==> config.mk <==
export PLATFORM = sky130hd
export DESIGN_NAME = fetch_stage
export DESIGN_NICKNAME = d
export VERILOG_FILES = /design/src/rtl/fetch_stage.sv
export SDC_FILE = /design/constraint.sdc
export NUM_CORES = 1
export LEC_CHECK = 0
export ABC_AREA = 1
export BUFFER_PORTS_ARGS = -buffer_cell sky130_fd_sc_hd__buf_2
export CAP_MARGIN = 20
export CORE_MARGIN = 4
export CORE_UTILIZATION = 48
export CTS_CLUSTER_DIAMETER = 60
export DETAILED_ROUTE_END_ITERATION = 10
export GPL_TIMING_DRIVEN = 0
export PLACE_DENSITY = 0.7
export SYNTH_ARGS = -nofsm -noshare
export SYNTH_HDL_FRONTEND = slang
export SYNTH_SLANG_ARGS = --single-unit
==> constraint.sdc <==
create_clock -name clk -period 5.95 [get_ports clk]
set_clock_uncertainty 0.1 [all_clocks]
set_input_delay 1.19 -clock clk [delete_from_list [all_inputs] [get_ports clk]]
set_output_delay 1.19 -clock clk [all_outputs]
set_load 0.01 [all_outputs]
==> src/rtl/fetch_stage.sv <==
// fetch_stage: RV32I instruction-fetch front end.
// Issues fetches to a 1-cycle-latency synchronous instruction memory.
// Returned words are buffered with their PC in a small FIFO, which is presented
// to decode over a valid/ready handshake.
// A redirect from execute flushes the FIFO and restarts fetch at the new target.
// Optional macro FETCH_PERF_EN adds two 32-bit performance counters:
// perf_fetched and perf_bubbles.
module fetch_stage #(
   parameter logic [31:0] RESET_PC   = 32'h0000_0000,
   parameter int          FIFO_DEPTH = 2
) (
   input  logic        clk,
   input  logic        rst,
   output logic [31:0] imem_addr,
   output logic        imem_en,
   input  logic [31:0] imem_dout,
   input  logic        redirect_valid,
   input  logic [31:0] redirect_pc,
   output logic [31:0] inst_out,
   output logic [31:0] pc_out,
   output logic        valid_out,
   input  logic        ready_in
`ifdef FETCH_PERF_EN
   ,
   output logic [31:0] perf_fetched,
   output logic [31:0] perf_bubbles
`endif
);

   localparam int          PTR_W    = (FIFO_DEPTH > 1) ? $clog2(FIFO_DEPTH) : 1;
   localparam int          CNT_W    = PTR_W + 1;
   localparam int          OCC_W    = CNT_W + 1;
   localparam logic [31:0] NOP_INST = 32'h0000_0013;

   logic [31:0]      fetch_pc_reg;
   logic [31:0]      req_pc_reg;
   logic [31:0]      last_pc_reg;
   logic             inflight_reg;
   logic [31:0]      pc_mem   [FIFO_DEPTH];
   logic [31:0]      inst_mem [FIFO_DEPTH];
   logic [PTR_W-1:0] rd_ptr_reg;
   logic [PTR_W-1:0] wr_ptr_reg;
   logic [CNT_W-1:0] count_reg;

   logic             fifo_empty;
   logic             deq;
   logic             resp_kill;
   logic             fifo_wr;
   logic [OCC_W-1:0] occupancy;
   logic [31:0]      redirect_target;
   logic             unused_redirect_lsbs;

   // The two low bits of a redirect target are ignored by definition.
   assign unused_redirect_lsbs = ^redirect_pc[1:0];

   // Handshake, response acceptance and issue decision.
   always_comb begin
      redirect_target = {redirect_pc[31:2], 2'b00};
      fifo_empty      = (count_reg == '0);
      valid_out       = !rst && !redirect_valid && !fifo_empty;
      deq             = valid_out && ready_in;
      // A response landing during a redirect or reset belongs to the abandoned
      // stream, so it is dropped instead of being written.
      resp_kill       = rst || redirect_valid;
      fifo_wr         = inflight_reg && !resp_kill;
      // Slots already committed: buffered words + the word on imem_dout - the word leaving now.
      occupancy       = OCC_W'(count_reg) + OCC_W'(inflight_reg) - OCC_W'(deq);
      imem_en         = !rst && (redirect_valid || (occupancy < OCC_W'(FIFO_DEPTH)));
      imem_addr       = redirect_valid ? redirect_target : fetch_pc_reg;
   end

   // Decode-facing data: the FIFO head, a NOP when empty, and the last PC held while empty.
   always_comb begin
      inst_out = NOP_INST;
      pc_out   = 32'h0000_0000;
      if (!rst) begin
         pc_out = last_pc_reg;
         if (!fifo_empty) begin
            inst_out = inst_mem[rd_ptr_reg];
            pc_out   = pc_mem[rd_ptr_reg];
         end
      end
   end

   // PC tracking: a redirect issues its target this cycle, so next is target + 4.
   always_ff @(posedge clk) begin
      if (rst) begin
         fetch_pc_reg <= RESET_PC;
         inflight_reg <= 1'b0;
         req_pc_reg   <= RESET_PC;
         last_pc_reg  <= 32'h0000_0000;
      end else begin
         inflight_reg <= imem_en;
         last_pc_reg  <= pc_out;
         if (imem_en) begin
            req_pc_reg   <= imem_addr;
            fetch_pc_reg <= imem_addr + 32'd4;
         end
      end
   end

   // FIFO pointers and count; a redirect empties the buffer at the edge.
   always_ff @(posedge clk) begin
      if (rst || redirect_valid) begin
         rd_ptr_reg <= '0;
         wr_ptr_reg <= '0;
         count_reg  <= '0;
      end else begin
         if (fifo_wr) wr_ptr_reg <= wr_ptr_reg + 1'b1;
         if (deq)     rd_ptr_reg <= rd_ptr_reg + 1'b1;
         count_reg <= count_reg + CNT_W'(fifo_wr) - CNT_W'(deq);
      end
   end

   // FIFO storage: returned word paired with the PC it was fetched from.
   always_ff @(posedge clk) begin
      if (fifo_wr) begin
         pc_mem[wr_ptr_reg]   <= req_pc_reg;
         inst_mem[wr_ptr_reg] <= imem_dout;
      end
   end

   // The issue rule keeps the FIFO from ever being written while full.
   no_overflow: assert property (@(posedge clk) disable iff (rst)
      !(fifo_wr && !deq && (count_reg == CNT_W'(FIFO_DEPTH))));

`ifdef FETCH_PERF_EN
   logic [31:0] perf_fetched_reg;
   logic [31:0] perf_bubbles_reg;

   // Delivered instructions, and cycles decode was ready but starved.
   always_ff @(posedge clk) begin
      if (rst) begin
         perf_fetched_reg <= 32'h0000_0000;
         perf_bubbles_reg <= 32'h0000_0000;
      end else begin
         if (deq)                    perf_fetched_reg <= perf_fetched_reg + 32'd1;
         if (ready_in && !valid_out) perf_bubbles_reg <= perf_bubbles_reg + 32'd1;
      end
   end

   assign perf_fetched = perf_fetched_reg;
   assign perf_bubbles = perf_bubbles_reg;
`endif

endmodule

==> summary.log <==
[placed_design] quantity of I/O buffers inserted on ports 161
[clocking] post-CTS setup buffers 0
[finish] top flop regs inst_mem (64), pc_mem (64)
[synthesis] Synth Net Count 1109
[power_and_ir_drop] Switching Fraction 22.8%
[setup_path] kind of capture point of the worst setup path output port
[setup_path] Worst setup startpoint redirect_valid
[route] count of antenna-violating nets left after detailed routing 0
[synthesis] number of instances in the synthesized netlist 1036
[clocking] clock buffers created by TritonCTS 22
[grt] largest net degree at the start of global routing 33
[synthesis] synthesized area per cell 9.41 sq um
[clocking] number of sinks on the clock net 228
[power_and_ir_drop] standby leakage power 5.05 nW
[synthesis] Distinct cells, synth 39
[floorplanning] total I/O pin count 166
[timing] Max transition margin 49.8%
[clocking] post-CTS clock slew at the launch and capture registers of the worst setup and hold paths 0.06 ns
[clocking] insertion delay of the later-clocked pin in the worst-skew pair 0.50 ns
[placed_design] placed wire-length estimate 16600 um
[finish] total inserted antenna cells 0
[timing] setup TNS after final layout 0 ns
[setup_path] critical path launch point type input pin
[power_and_ir_drop] ratio of total power to cell area 288 mW/mm^2
[synthesis] count of state elements after synthesis 228
[route] total number of vias 7492
[floorplanning] die span in y 151 um
[synthesis] netlist area before placement 0.00975 sq mm
[setup_path] CP Data Required Time 4.66 ns
[clocking] TritonCTS clock tree built
[route] detail-routed net length per standard cell 15.3 um
[flow_run] Max-cap violations 0
[setup_path] largest driver fanout on the critical path 17
[placed_design] global placer's final weighted congestion 0.917
[clocking] buffer type at the clock tree root sky130_fd_sc_hd__clkbuf_16
[power_and_ir_drop] clock group share of total power 41.5%
[grt] via count of the first global-routing pass 7032
[min_path] class of the worst hold path reg2reg
[grt] first-pass GRT wire length 36000 um
[floorplanning] total die area 0.0227 sq mm
[route] number of DRC markers in iteration 0 439
[route] number of DRC violations after detailed routing 0
[grt] overall track demand over capacity in global routing 20.0%
[floorplanning] Rows 51
[route] Detailed Route WL 23000 um
[finish] Nets 1297
[power_and_ir_drop] design internal power 0.00262 W
[floorplanning] Starting Density 49.4%
[finish] utilization after layout 59.5%
[grt] antenna violations before repair 0
[floorplanning] placeable core region 0.0197 sq mm
[route] count of TritonRoute iterations in the first routing pass 6
[grt] Congestion Overflow GR 0
[timing] Worst Max-Slew Pin Slew 0.753 ns
[finish] number of fill cells 1711
[timing] final setup vio count 0
[timing] timing-limited maximum frequency 0.176 GHz
[min_path] Hold Crit Start req_pc_reg[27]
[timing] Final Hold Slack 0.356 ns
[power_and_ir_drop] part of the power in registers 51.3%
[setup_path] Setup CP Type in2out
[timing] Max Transition Viols Final 0
[finish] area of all placed cells without fillers 0.0117 sq mm
[clocking] maximum count of clock buffers along a single path 3
[route] ratio of routed vias to standard cells 4.98
[timing] part of the cycle the worst path needs 95.4%
[finish] fraction of layout instances using a drive strength above 1 23.0%
[synthesis] Seq/Total Area, Yosys 60.0%
[placed_design] Post-Place Cell Area 0.0110 sq mm
[timing] RSZ-0062 raised after global routing no
[floorplanning] die outline width 151 um
[setup_path] startpoint of the worst register-to-register path count_reg[1]
[timing] Final Hold Violating Endpoints 0
[power_and_ir_drop] portion of total power attributed to combinational logic 7.2%
[power_and_ir_drop] Net Switching 0.000770 W
[status] outcome completed
[finish] Layout area overhead 20.4%
[synthesis] number of warnings printed during yosys synthesis 0
[clocking] Clock H-tree levels 1
[clocking] hold buffer count at cts 0
[timing] Min Clock Period, post-route 5.68 ns
[power_and_ir_drop] VDD IR max 210 uV
[setup_path] data arrival at the endpoint of the critical path 4.39 ns
-- cells by family (layout without fill, tap and decap cells) --
family | Yosys count | count (layout) | synth area share [%]
AO/OA/AOI/OAI | 136 | 136 | 7.38
XOR/XNOR | 5 | 5 | 0.449
adder cells (fa/ha/maj) | 5 | 5 | 0.719
buffers and inverters | 135 | 339 | 6.10
flip-flops | 228 | 228 | 60.0
multiplexers | 32 | 32 | 3.29
AND/OR/NAND/NOR | 495 | 495 | 22.1
-- power groups by stage --
| stage | clock, W | sequential [W] | combinational [W] |
|---|---|---|---|
| 6_report | 0.00140 | 0.00174 | 0.000245 |
| 5_1_grt | 0.00149 | 0.00174 | 0.000273 |
| 4_1_cts | 0.00143 | 0.00174 | 0.000246 |
| 3_5_place_dp | 0 | 0.00177 | 0.000244 |
| 3_3_place_gp | 0 | 0.00177 | 0.000236 |
| 2_1_floorplan | 0 | 0.00176 | 0.000149 |
-- final timing paths --
| kind | to | slack (ns) | cells after the start |
|---|---|---|---|
| setup / recovery | imem_en | 0.27 | 17 |
| hold / removal | pc_mem[0][27] | 0.36 | 0 |
| setup reg to reg | fetch_pc_reg[16] | 2.23 | 17 |
| hold reg to reg | pc_mem[0][27] | 0.36 | 0 |
-- Yosys cell counts (all sizes together) --
cell    number  area, sq um
nand2      335         1390
edfxtp     128         3840
o21ai      112          564
dfxtp      100         2000
inv         86          328
nor2        83          367
nand3       66          330
mux2i       32          320
clkbuf      27          101
buf         19          154
a21oi       12         60.1
ha           4         50.1
nand4        4         25.0
xor2         4         35.0
a22o         3         26.3
a31oi        3         18.8
a32o         3         30.0
clkinv       3         11.3
nor3         3         20.0
or2          3         18.8
o22ai        2         12.5
a22oi        1         7.51
fa           1         20.0
nand3b       1         7.51
xnor2        1         8.76
-- layout by cell type (no fill, tap or decap), types with 3 or more instances in the layout --
| cell | n |
|---|---|
| sky130_fd_sc_hd__clkbuf_1 | 27 |
| sky130_fd_sc_hd__dfxtp_1 | 100 |
| sky130_fd_sc_hd__buf_12 | 3 |
| sky130_fd_sc_hd__nor2_4 | 5 |
| sky130_fd_sc_hd__nand2_4 | 6 |
| sky130_fd_sc_hd__nand4_1 | 4 |
| sky130_fd_sc_hd__buf_6 | 4 |
| sky130_fd_sc_hd__a22o_1 | 3 |
| sky130_fd_sc_hd__buf_2 | 168 |
| sky130_fd_sc_hd__a32o_1 | 3 |
| sky130_fd_sc_hd__xor2_1 | 4 |
| sky130_fd_sc_hd__buf_1 | 3 |
| sky130_fd_sc_hd__nor2_1 | 65 |
| sky130_fd_sc_hd__nand2_1 | 295 |
| sky130_fd_sc_hd__clkinvlp_4 | 3 |
| sky130_fd_sc_hd__ha_1 | 4 |
| sky130_fd_sc_hd__clkinv_2 | 3 |
| sky130_fd_sc_hd__mux2i_1 | 32 |
| sky130_fd_sc_hd__nor2_2 | 13 |
| sky130_fd_sc_hd__clkbuf_8 | 5 |
| sky130_fd_sc_hd__nand2_2 | 34 |
| sky130_fd_sc_hd__nand3_1 | 66 |
| sky130_fd_sc_hd__a31oi_1 | 3 |
| sky130_fd_sc_hd__a21oi_1 | 12 |
| sky130_fd_sc_hd__inv_6 | 3 |
| sky130_fd_sc_hd__clkinv_1 | 4 |
| sky130_fd_sc_hd__clkbuf_16 | 23 |
| sky130_fd_sc_hd__o21ai_0 | 109 |
| sky130_fd_sc_hd__or2_2 | 3 |
| sky130_fd_sc_hd__inv_1 | 83 |
| sky130_fd_sc_hd__edfxtp_1 | 128 |
-- layer usage --
metal  vias up  GRT usage, %  wire length, um
met5         -             0                0
met3        43          3.13             1850
met2       282          33.6            10600
met1      3363          27.0            10100
met4         0          5.63              567
li1       3804             -                -
-- worst max-delay path: stages --
cell,delay (ns)
sky130_fd_sc_hd__buf_6,0.13
sky130_fd_sc_hd__buf_8,0.15
sky130_fd_sc_hd__buf_6,0.16
sky130_fd_sc_hd__nor2_2,0.26
sky130_fd_sc_hd__inv_2,0.14
sky130_fd_sc_hd__nor2_1,0.14
sky130_fd_sc_hd__nand2_1,0.09
sky130_fd_sc_hd__inv_1,0.09
sky130_fd_sc_hd__ha_1,0.23
sky130_fd_sc_hd__nor2_1,0.13
sky130_fd_sc_hd__fa_1,0.42
sky130_fd_sc_hd__nor2_1,0.12
sky130_fd_sc_hd__nand2_1,0.19
sky130_fd_sc_hd__nand2_2,0.21
sky130_fd_sc_hd__nand2_2,0.19
sky130_fd_sc_hd__inv_2,0.33
sky130_fd_sc_hd__buf_2,0.21
-- cell type report --
| cell class | count | area [sq um] | area share [%] |
|---|---|---|---|
| well taps | 265 | 332 | 2.82 |
| flip-flops and latches | 228 | 5850 | 49.8 |
| plain buffers | 45 | 250 | 2.13 |
| inverters | 89 | 339 | 2.89 |
| clock buffers | 28 | 644 | 5.49 |
| multi-input cells | 673 | 3320 | 28.3 |
| repair buffers | 165 | 901 | 7.67 |
| clock inverters | 12 | 104 | 0.885 |
-- stage by stage --
step / setup WS (ns) / instances / power (W)
after global routing: 0.00617 / 1505 / 0.00350
final: 0.274 / 1505 / 0.00339
after floorplan: 0.629 / 1036 / 0.00191
after detailed placement: 0.0331 / 1466 / 0.00201
after CTS: 0.0966 / 1506 / 0.00341
after global placement: -1.18 / 1462 / 0.00201
-- timing repair --
action | in CTS | in global routing
resized for setup | 1 | 0
endpoints found under the hold margin | 0 | 0
setup endpoints to repair | 1 | 1
Note: power is estimated with default switching activity, not from simulation.
